===== src/rtl/regfile_write_arbiter_pkg.sv =====
`default_nettype none
// +--------------------------------------------------------------------+
// | regfile_write_arbiter_pkg                                          |
// | Shared state and grant encodings for the regfile write arbiter.    |
// | Revision: 1.0                                                      |
// +--------------------------------------------------------------------+
package regfile_write_arbiter_pkg;

  typedef enum logic [0:0] {
    CLEAR = 1'b0,
    RUN   = 1'b1
  } state_t;

  localparam logic GRANT_ALU = 1'b0;
  localparam logic GRANT_MEM = 1'b1;

endpackage
`default_nettype wire


===== src/rtl/regfile_write_arbiter_rr_arbiter2.sv =====
`default_nettype none
// +--------------------------------------------------------------------+
// | rr_arbiter2                                                        |
// | Two-way round-robin grant: on a tie the side that lost last wins.  |
// | Revision: 1.0                                                      |
// +--------------------------------------------------------------------+
module rr_arbiter2
  import regfile_write_arbiter_pkg::*;
(
  input  logic alu_valid,
  input  logic mem_valid,
  input  logic last_grant,
  input  logic enable,
  output logic alu_ready,
  output logic mem_ready
);

  logic w_tie;

  assign w_tie     = alu_valid & mem_valid;
  assign alu_ready = enable & alu_valid & (~w_tie | (last_grant == GRANT_MEM));
  assign mem_ready = enable & mem_valid & (~w_tie | (last_grant == GRANT_ALU));

endmodule
`default_nettype wire


===== src/rtl/regfile_write_arbiter.sv =====
`default_nettype none
// +--------------------------------------------------------------------+
// | regfile_write_arbiter                                              |
// | Arbitrates ALU/load writebacks onto one regfile port; CLEAR mode   |
// | zeroes registers 1..N-1 one per cycle.                             |
// | Revision: 1.0                                                      |
// +--------------------------------------------------------------------+
module regfile_write_arbiter
  import regfile_write_arbiter_pkg::*;
#(
  parameter int DATA_W = 8,
  parameter int ADDR_W = 3
) (
  input  logic              clock,
  input  logic              reset_n,
  input  logic              clear_start,
  input  logic              stall,
  input  logic              alu_valid,
  input  logic [ADDR_W-1:0] alu_reg,
  input  logic [DATA_W-1:0] alu_data,
  output logic              alu_ready,
  input  logic              mem_valid,
  input  logic [ADDR_W-1:0] mem_reg,
  input  logic [DATA_W-1:0] mem_data,
  output logic              mem_ready,
  output logic              write_enable,
  output logic [ADDR_W-1:0] write_reg,
  output logic [DATA_W-1:0] write_data,
  output logic              last_grant,
  output logic              clear_busy,
  output logic              clear_done
);

  localparam logic [ADDR_W-1:0] c_FIRST_IDX = ADDR_W'(1);
  localparam logic [ADDR_W-1:0] c_LAST_IDX  = {ADDR_W{1'b1}};

  state_t              r_state;
  state_t              w_state_nxt;
  logic [ADDR_W-1:0]   r_clear_idx;
  logic [ADDR_W-1:0]   w_clear_idx_nxt;
  logic                r_write_enable;
  logic                w_write_enable_nxt;
  logic [ADDR_W-1:0]   r_write_reg;
  logic [ADDR_W-1:0]   w_write_reg_nxt;
  logic [DATA_W-1:0]   r_write_data;
  logic [DATA_W-1:0]   w_write_data_nxt;
  logic                r_last_grant;
  logic                w_last_grant_nxt;
  logic                r_clear_done;
  logic                w_clear_done_nxt;

  logic                w_arb_enable;
  logic                w_alu_xfer;
  logic                w_mem_xfer;
  logic [ADDR_W-1:0]   w_sel_reg;
  logic [DATA_W-1:0]   w_sel_data;

  assign w_arb_enable = (r_state == RUN) & ~stall;

  rr_arbiter2 u_rr_arbiter2 (
    .alu_valid  (alu_valid),
    .mem_valid  (mem_valid),
    .last_grant (r_last_grant),
    .enable     (w_arb_enable),
    .alu_ready  (alu_ready),
    .mem_ready  (mem_ready)
  );

  assign w_alu_xfer = alu_valid & alu_ready;
  assign w_mem_xfer = mem_valid & mem_ready;
  assign w_sel_reg  = w_mem_xfer ? mem_reg  : alu_reg;
  assign w_sel_data = w_mem_xfer ? mem_data : alu_data;

  always_comb begin
    w_state_nxt        = r_state;
    w_clear_idx_nxt    = r_clear_idx;
    w_write_enable_nxt = 1'b0;
    w_write_reg_nxt    = r_write_reg;
    w_write_data_nxt   = r_write_data;
    w_last_grant_nxt   = r_last_grant;
    w_clear_done_nxt   = 1'b0;

    case (r_state)
      CLEAR: begin
        w_write_enable_nxt = 1'b1;
        w_write_reg_nxt    = r_clear_idx;
        w_write_data_nxt   = '0;
        if (r_clear_idx == c_LAST_IDX) begin
          w_state_nxt      = RUN;
          w_clear_done_nxt = 1'b1;
        end else begin
          w_clear_idx_nxt  = r_clear_idx + c_FIRST_IDX;
        end
      end
      RUN: begin
        if (w_alu_xfer | w_mem_xfer) begin
          w_last_grant_nxt = w_mem_xfer ? GRANT_MEM : GRANT_ALU;
          // Register 0 is hardwired: the grant still counts, but no write issues.
          if (w_sel_reg != '0) begin
            w_write_enable_nxt = 1'b1;
            w_write_reg_nxt    = w_sel_reg;
            w_write_data_nxt   = w_sel_data;
          end
        end
        if (clear_start) begin
          w_state_nxt     = CLEAR;
          w_clear_idx_nxt = c_FIRST_IDX;
        end
      end
      default: begin
        w_state_nxt     = CLEAR;
        w_clear_idx_nxt = c_FIRST_IDX;
      end
    endcase
  end

  always_ff @(posedge clock or negedge reset_n) begin
    if (!reset_n) begin
      r_state        <= CLEAR;
      r_clear_idx    <= c_FIRST_IDX;
      r_write_enable <= 1'b0;
      r_write_reg    <= '0;
      r_write_data   <= '0;
      r_last_grant   <= GRANT_MEM;
      r_clear_done   <= 1'b0;
    end else begin
      r_state        <= w_state_nxt;
      r_clear_idx    <= w_clear_idx_nxt;
      r_write_enable <= w_write_enable_nxt;
      r_write_reg    <= w_write_reg_nxt;
      r_write_data   <= w_write_data_nxt;
      r_last_grant   <= w_last_grant_nxt;
      r_clear_done   <= w_clear_done_nxt;
    end
  end

  assign write_enable = r_write_enable;
  assign write_reg    = r_write_reg;
  assign write_data   = r_write_data;
  assign last_grant   = r_last_grant;
  assign clear_busy   = (r_state == CLEAR);
  assign clear_done   = r_clear_done;

endmodule
`default_nettype wire


===== config.mk =====
export PLATFORM = sky130hd
export DESIGN_NAME = regfile_write_arbiter
export DESIGN_NICKNAME = d
export VERILOG_FILES = /design/src/rtl/regfile_write_arbiter_pkg.sv /design/src/rtl/regfile_write_arbiter_rr_arbiter2.sv /design/src/rtl/regfile_write_arbiter.sv
export SDC_FILE = /design/constraint.sdc
export NUM_CORES = 1
export LEC_CHECK = 0
export BUFFER_PORTS_ARGS = -buffer_cell sky130_fd_sc_hd__buf_4
export CAP_MARGIN = 5
export CELL_PAD_IN_SITES_DETAIL_PLACEMENT = 1
export CELL_PAD_IN_SITES_GLOBAL_PLACEMENT = 1
export CORE_MARGIN = 4
export CORE_UTILIZATION = 30
export CTS_CLUSTER_SIZE = 30
export DETAILED_ROUTE_END_ITERATION = 7
export PLACE_DENSITY = 0.73
export SYNTH_ARGS = -nofsm -noshare
export SYNTH_HDL_FRONTEND = slang
export SYNTH_SLANG_ARGS = --single-unit

===== constraint.sdc =====
create_clock -name clock -period 1.7 [get_ports clock]
set_input_delay 0.255 -clock clock [delete_from_list [all_inputs] [get_ports clock]]
set_output_delay 0.255 -clock clock [all_outputs]
set_load 0.03 [all_outputs]

==> impl_metrics.toml, run 1 <==
[global_route]
grt_pass1_vias = 1025
track_usage_pct = 14.3
grt_antenna_before_repair = 0
grt_pass1_wl_um = 4730
grt_max_degree = 19
grt-ovfl-total = 0

[cts]
clkLatencyLatePin_ns = 0.29
clockBufferDepth = 2
h-tree-depth = 1
cts_root_buf = "clkbuf_4"
cts_made_buffers = 3
tritoncts = "done"
cts_sinks = 18
clk_pin_slew_ns = 0.11

[route]
drcViolationCount = 0
routed-via-count = 942
initialDrtViolationCount = 32
ant_nets = 0
drtPass1Iterations = 3
drt-total-wl_um = 3050
post_drt_wl_per_cell_um = 16.0
avgViaCountPerCell = 4.93

[job]
cap_violations = 0

[pwr]
peakVddDrop_v = 0.000649
leakage_nw = 0.776
power.density_mw_per_mm2 = 1220

[sta]
hold_ws_ns = 0.158
fin_crit_sh_pct = 99.0
tightest_slew_ns = 0.316
slew_violations = 0
finalHoldViolations = 0
finClkSkew_ns = 0.00151
setup_viol = 0
rsz0062_at_grt = "yes"
fmax_mhz = 594
fin_crit_ns = 1.68
slew_headroom_pct = 78.8
finalSetupTns_ns = 0

[yosys]
synth_area_per_cell_um2 = 11.4
synthCells = 87
syn_area_um2 = 993
syn-num-nets = 117
synthFlopType = "dfrtp_1"
async_reset_ff_share_pct = 100
ys_types = 34
synth_edf_count = 0
yosysSeqAreaShare_pct = 45.6
yosysWarningCount = 0
ys_ff_latch = 18

[setup_path]
crit_arrival_ns = 1.87
cp_cell_sequence = "and3b_2 > and3_1 > o41a_1 > mux2_4"
critPathCapture = "write_reg[2]"
timing.rr.end = "write_reg[2]"
path_class = "reg2reg"
critPathLaunch = "r_state"
crit_path_end_kind = "register"
reg2reg_slack_ns = 0.02
crit_path_start_kind = "register"
rr_worst_depth = 4
critPathSlowestCell = "o41a_1"
r2r-start = "r_state"
critPathMaxFanout = 4
critical_path_required_ns = 1.89
slowest_delay_ns = 0.45

[layout]
num_antenna_cells = 0
num-fill-cells = 369
final_cell_area_mm2 = 0.00155
largest_reg_flops = 8
nets = 178
fin_util_pct = 50.1
drive_gt1_share_pct = 51.7
area.growth.synth_to_final_pct = 56.4

[placed_design]
globalplace.congestion = 0.830
hpwl_um = 2290
port_buffers = 44
dpl_cell_area_mm2 = 0.00141

[floorplanning]
dieHeight_um = 65.5
die_x_um = 65.5
start_util_pct = 32.0
dieArea_mm2 = 0.00430
row_count = 20
core_area_mm2 = 0.00310
io-pin-count = 45

[worst_hold_path]
worstHoldPathType = "in2reg"

[run_status]
outcome = "finished, final reports clean"
==> cell families after synthesis <==
kind of cell | Yosys count | synth area share [%]
buf+inv | 8 | 5.41
xor+xnor | 1 | 0.882
fa+ha+maj | 2 | 2.52
flops | 18 | 45.6
compound gates | 24 | 20.9
simple gates | 23 | 13.1
mux | 11 | 11.6
==> per-layer routing <==
layer / track usage, % / routed length (µm) / vias up
met5: 0 / 0 / -
met4: 6.74 / 42 / 0
met3: 2.05 / 95 / 4
met2: 25.4 / 1680 / 19
met1: 16.7 / 1230 / 474
li1: - / - / 445
==> report_power, final <==
| part | total, mW | internal (mW) | switching, mW |
|---|---|---|---|
| clock | 0.270 | 0.130 | 0.140 |
| sequential | 0.668 | 0.577 | 0.0915 |
| combinational | 0.961 | 0.447 | 0.514 |
| total | 1.90 | 1.15 | 0.745 |
==> layout make-up <==
cell class	instances	area, µm²	share of cell area (%)
Clock buffer	4	36.3	2.33
Multi-Input combinational cell	61	527	33.9
Timing Repair Buffer	61	472	30.4
Sequential cell	18	453	29.1
Tap cell	44	55.1	3.54
Inverter	3	11.3	0.725
==> synth_stat cells, drive strengths merged (2+ instances only) <==
cell type	n	area, µm²
nor2b	4	25.0
nor2	4	15.0
ha	2	25.0
a211oi	2	15.0
nand3b	2	15.0
buf	4	38.8
dfrtp	16	400
nand3	3	15.0
nand2	3	13.8
inv	3	11.3
a311o	3	30.0
o21ai	4	20.0
o2bb2ai	8	70.1
mux2i	10	100
dfstp	2	52.6
==> how the worst min path moves through the flow <==
stage                     start             end  slack, ns  depth (start not counted)
floorplan               reset_n      clear_done      -0.04                          0
global placement        reset_n  r_clear_idx[1]       0.14                          1
detailed placement      reset_n      clear_done       0.14                          1
CTS                 clear_start  r_clear_idx[1]       0.15                          2
global route        clear_start         r_state       0.15                          2
finish              clear_start  r_clear_idx[1]       0.16                          2
==> stage by stage <==
| step | cells | setup slack [ns] | power [mW] |
|---|---|---|---|
| 4_1_cts | 187 | 0.00487 | 1.89 |
| 5_1_grt | 191 | -0.0284 | 2.04 |
| 2_1_floorplan | 87 | -0.164 | 1.25 |
| 3_5_place_dp | 179 | 0.000103 | 1.58 |
| 6_report | 191 | 0.0168 | 1.90 |
| 3_3_place_gp | 179 | 0.0568 | 1.56 |
==> cells in the final DEF (no fill, tap or decap), drive strengths merged, types with 4 or more instances in the layout <==
cell type  instances
o2bb2ai            8
clkbuf             4
dfrtp             16
nor2b              4
nor2               4
buf               60
mux2i             10
o21ai              4
==> worst max-delay path: cells and delay by family (launching register included) <==
family | cells | cell delay (ns)
DFF | 1 | 0.39
AOI/OAI and AO/OA | 1 | 0.45
and+or+nand+nor | 2 | 0.43
muxes | 1 | 0.31
==> repair_timing <==
action	CTS	global route
pin swaps	4	9
endpoints found under the hold margin	16	0
setup buffers	3	4
setup endpoints to repair	3	13
hold buffers	1	0
gates resized for setup	4	6
Power figures use the tool's default switching activity.
==> inputs of run 2 (changes only) <==
CORE_UTILIZATION = 37   (was 30)
HOLD_SLACK_MARGIN = 0.1   (was default)
PLACE_DENSITY = 0.84   (was 0.73)
clock period = 2.1 ns   (was 1.7 ns; I/O delays follow)
==> run 2 against run 1 <==
- critical path type unchanged
- clock power shrank 21%
- clock skew grew 0.0020 ns
- highest routed layer unchanged
- cell area shrank 10%
==> impl_metrics.toml, run 2 (synthesized netlist as in run 1, its figures left out) <==
[layout]
fin_util_pct = 55.3
largest_reg_flops = 8
num-fill-cells = 296
final_common_cell = "buf_4"
drive_gt1_share_pct = 42.2
final_cell_area_mm2 = 0.00140
num_antenna_cells = 0
final_cell_mix = "48 x buf_4, 16 x dfrtp_1, 10 x mux2i_1, 8 x o2bb2ai_1"
area.growth.synth_to_final_pct = 40.4
nets = 166

[placed_design]
hpwl_um = 2210
dp_slack_ns = 0.227
port_buffers = 44
globalplace.congestion = 0.766
dpl_cell_area_mm2 = 0.00135

[global_route]
track_usage_pct = 17.9
grt_max_degree = 19
grt_pass1_wl_um = 4710
grt-ovfl-total = 0
grt_pass1_vias = 971
grt_antenna_before_repair = 0

[pwr]
power_mw = 1.47
peakVddDrop_v = 0.000937
power.density_mw_per_mm2 = 1050
leakage_nw = 0.696

[worst_hold_path]
worstHoldStart = "clear_start"
worstHoldPathType = "in2reg"

[sta]
finClkSkew_ns = 0.00346
slew_violations = 0
finalSetupTns_ns = 0
slew_headroom_pct = 74.7
tightest_slew_ns = 0.379
fin_crit_sh_pct = 90.6
rsz0062_at_grt = "no"
finalHoldViolations = 0
setup_viol = 0
fmax_mhz = 525
fin_crit_ns = 1.90
setup_slack_ns = 0.197

[cts]
h-tree-depth = 1
tritoncts = "done"
cts_resized = 0
cts_made_buffers = 3
cts_root_buf = "clkbuf_4"
clkLatencyLatePin_ns = 0.29
clk_pin_slew_ns = 0.10
clockBufferDepth = 2
cts_sinks = 18

[floorplanning]
io-pin-count = 45
die_x_um = 59.8
core_area_mm2 = 0.00252
row_count = 18
start_util_pct = 39.4
dieArea_mm2 = 0.00358
dieHeight_um = 59.8

[setup_path]
slowest_delay_ns = 0.59
crit_path_start_kind = "register"
crit_top_cell = "a311o_1"
critPathLaunch = "last_grant"
r2r-start = "last_grant"
path_buf_inv = 0
critical_path_required_ns = 2.29
critPathMaxFanout = 8
critPathSlowestCell = "dfstp_2"
cpLargestDelayFamily = "compound AO/OA/AOI/OAI gates"
crit_path_end_kind = "register"
crit_arrival_ns = 2.09
cp_cell_sequence = "nand2_2 > a311o_1 > or2_1 > a311o_1"
path_class = "reg2reg"

[route]
drcViolationCount = 0
initialDrtViolationCount = 10
drtPass1Iterations = 4
ant_nets = 0
avgViaCountPerCell = 5.40
routed-via-count = 891
post_drt_wl_per_cell_um = 17.8
drt-total-wl_um = 2930

[run_status]
outcome = "finished, final reports clean"

[job]
cap_violations = 0
-- run 2: cell types whose count changed in the layout (fill, tap and decap cells not counted) --
| cell | delta |
|---|---|
| or2_4 | -1 |
| buf_6 | -3 |
| o2bb2ai_1 | +3 |
| nor3b_2 | -1 |
| nor3b_1 | +1 |
| nand2_1 | +1 |
| nand2_2 | +1 |
| and3b_2 | -1 |
| or2_1 | +1 |
| o2bb2ai_2 | -3 |
| buf_4 | -9 |
| and3b_1 | +1 |
| nand2_4 | -2 |
-- run 2: cell type report --
| class | instances | area, µm² | share of cell area (%) |
|---|---|---|---|
| clock buffers | 4 | 36.3 | 2.60 |
| inverters | 3 | 11.3 | 0.807 |
| multi-input cells | 61 | 487 | 34.9 |
| flip-flops and latches | 18 | 453 | 32.5 |
| well taps | 30 | 37.5 | 2.69 |
| repair buffers | 49 | 370 | 26.5 |
-- run 2: worst paths after layout --
| check | endpoint | slack (ns) | cells after the start |
|---|---|---|---|
| max | write_reg[1] | 0.20 | 4 |
| min | r_clear_idx[1] | 0.21 | 2 |
| max reg2reg | write_reg[1] | 0.20 | 4 |
| min reg2reg | write_data[3] | 0.50 | 1 |
| max in group asynchronous | last_grant | 1.43 | 2 |
| min in group asynchronous | r_clear_idx[1] | 0.42 | 2 |
-- run 2: per-layer routing --
| metal | up-vias | track usage, % | routed length (µm) |
|---|---|---|---|
| li1 | 420 | - | - |
| met1 | 444 | 21.0 | 1110 |
| met2 | 19 | 30.4 | 1620 |
| met3 | 8 | 4.32 | 107 |
| met4 | 0 | 8.23 | 95 |
| met5 | - | 0 | 0 |
-- run 2: what timing repair did --
item                                   in CTS  in global routing
setup buffers                               0                  0
endpoints found under the hold margin      16                  0
hold buffers                                1                  0
-- run 2: where the power goes --
| part | leakage (nW) | internal, mW | switching [mW] | total [mW] |
|---|---|---|---|---|
| logic | 0.447 | 0.308 | 0.397 | 0.705 |
| clock network | 0.0210 | 0.106 | 0.107 | 0.213 |
| registers | 0.228 | 0.467 | 0.0837 | 0.551 |
| total | 0.696 | 0.881 | 0.588 | 1.47 |
-- run 2: per-stage QoR --
| stage | std cells | hold WS (ns) |
|---|---|---|
| 3_3_place_gp | 160 | 0.196 |
| 2_1_floorplan | 87 | 0.0194 |
| 6_report | 165 | 0.211 |
| 5_1_grt | 165 | 0.210 |
| 4_1_cts | 165 | 0.209 |
| 3_5_place_dp | 160 | 0.199 |
==> inputs of run 3 (changes only) <==
CORE_UTILIZATION = 38   (was 37)
CTS_BUF_LIST = sky130_fd_sc_hd__clkbuf_8   (was default)
PLACE_DENSITY = 0.93   (was 0.84)
==> run 3 against run 2 <==
- clock-buffer cell count did not move
- clock power rose by 32%
- hold slack improved by 0.048 ns
- cell area rose by 1.3%
- worst setup slack improved by 0.040 ns
- wire length rose by 3.6%
- power rose by 5.3%
- critical path depth did not move
- combinational power rose by 0.7%
- first-iteration DRC count rose by 10%
- critical endpoint unchanged
- largest cell class unchanged
==> impl_metrics.toml, run 3 (synthesized netlist as in run 1, its figures left out) <==
[setup_path]
crit_path_end_kind = "register"
rr_worst_depth = 4
critical_path_required_ns = 2.23
crit_path_start_kind = "register"
path_class = "reg2reg"
critPathMaxFanout = 8
crit_arrival_ns = 1.99

[route]
routed-via-count = 887
avgViaCountPerCell = 5.38
drt-total-wl_um = 3040
drcViolationCount = 0
initialDrtViolationCount = 11
post_drt_wl_per_cell_um = 18.4
drtPass1Iterations = 4
ant_nets = 0

[layout]
final_cell_mix = "48 x buf_4, 16 x dfrtp_1, 10 x mux2i_1, 8 x o2bb2ai_1"
fin_util_pct = 57.1
num-fill-cells = 281
largest_reg_flops = 8
nets = 166
num_antenna_cells = 0
multiInputGateArea_um2 = 487
final_common_cell = "buf_4"
area.growth.synth_to_final_pct = 42.3
drive_gt1_share_pct = 42.2
register_area_um2 = 453

[global_route]
grt_pass1_wl_um = 4750
track_usage_pct = 17.9
grt_pass1_vias = 979
grt_max_degree = 19
grt_antenna_before_repair = 0
grt-ovfl-total = 0

[pwr]
p_comb_share_pct = 45.9
power_switching_share_pct = 39.1
p_int_uw = 942
p_sw_uw = 606
p_seq_share_pct = 35.9
peakVddDrop_v = 0.000655
power.density_mw_per_mm2 = 1090
power_frac_clock_pct = 18.2
leakage_nw = 0.703

[sta]
slew_headroom_pct = 76.2
setup_viol = 0
fin_crit_sh_pct = 88.7
finalHoldViolations = 0
fin_crit_ns = 1.86
finClkSkew_ns = 0.00280
tightest_slew_ns = 0.357
rsz0062_at_grt = "no"
finalSetupTns_ns = 0
slew_violations = 0
fmax_mhz = 537

[cts]
cts_root_buf = "clkbuf_8"
clkLatencyLatePin_ns = 0.25
clockBufferDepth = 2
cts_resized = 0
cts_sinks = 18
cts_made_buffers = 3
clk_pin_slew_ns = 0.07
cts_hold_buf = 1
tritoncts = "done"
postCtsSetupBuffers = 0
h-tree-depth = 1

[worst_hold_path]
whs_path_depth = 2
worstHoldPathType = "in2reg"

[job]
cap_violations = 0

[floorplanning]
dieHeight_um = 59.1
core_area_mm2 = 0.00248
dieArea_mm2 = 0.00350
start_util_pct = 40.1
die_x_um = 59.1
row_count = 18
io-pin-count = 45

[run_status]
outcome = "finished, final reports clean"

[placed_design]
port_buffers = 44
hpwl_um = 2280
globalplace.congestion = 0.801
-- run 3: cell types whose count changed in the layout (fill, tap and decap cells not counted) --
cell      before  now
clkbuf_4       3    0
clkbuf_8       1    4
-- run 3: cell type report --
type / instances / area share, %
clock buffer: 4 / 3.89
inverter: 3 / 0.796
multi-input combinational: 61 / 34.4
sequential: 18 / 32.0
tap: 30 / 2.65
timing repair buffer: 49 / 26.2
-- run 3: stage by stage --
step	cell area [µm²]	hold WS (ns)	setup slack, ns	power (mW)	cells
5_1_grt	1410	0.268	0.184	1.65	165
3_3_place_gp	1350	0.193	0.318	1.23	160
2_1_floorplan	993	0.0194	0.155	1.00	87
4_1_cts	1410	0.259	0.231	1.56	165
3_5_place_dp	1350	0.196	0.245	1.26	160
6_report	1410	0.259	0.237	1.55	165
-- run 3: per-layer routing --
layer / routed length [µm] / global-route usage, % / vias up
met4: 36 / 4.21 / 0
met5: 0 / 0 / -
met3: 154 / 3.49 / 4
li1: - / - / 423
met2: 1620 / 30.8 / 23
met1: 1230 / 23.2 / 437
-- run 3: worst paths after layout --
| path | endpoint | startpoint | slack [ns] |
|---|---|---|---|
| hold reg to reg | write_data[7] | write_data[7] | 0.49 |
| setup reg to reg | write_reg[1] | last_grant | 0.24 |
| min in group asynchronous | write_data[5] | reset_n | 0.47 |
| max in group asynchronous | last_grant | reset_n | 1.37 |
| hold / removal | r_clear_idx[1] | clear_start | 0.26 |
| setup / recovery | write_reg[1] | last_grant | 0.24 |
-- run 3: worst max-delay path: stages, from the launching register on --
cell and delay [ns]:
dfstp_2 0.58, nand2_2 0.14, a311o_1 0.37, or2_1 0.27, a311o_1 0.38
-- run 3: power by group through the flow --
stage	Clock, mW	Sequential, mW	Combinational (mW)
3_3_place_gp	0	0.553	0.672
5_1_grt	0.308	0.570	0.769
3_5_place_dp	0	0.556	0.704
4_1_cts	0.285	0.555	0.718
2_1_floorplan	0	0.678	0.325
6_report	0.282	0.556	0.710
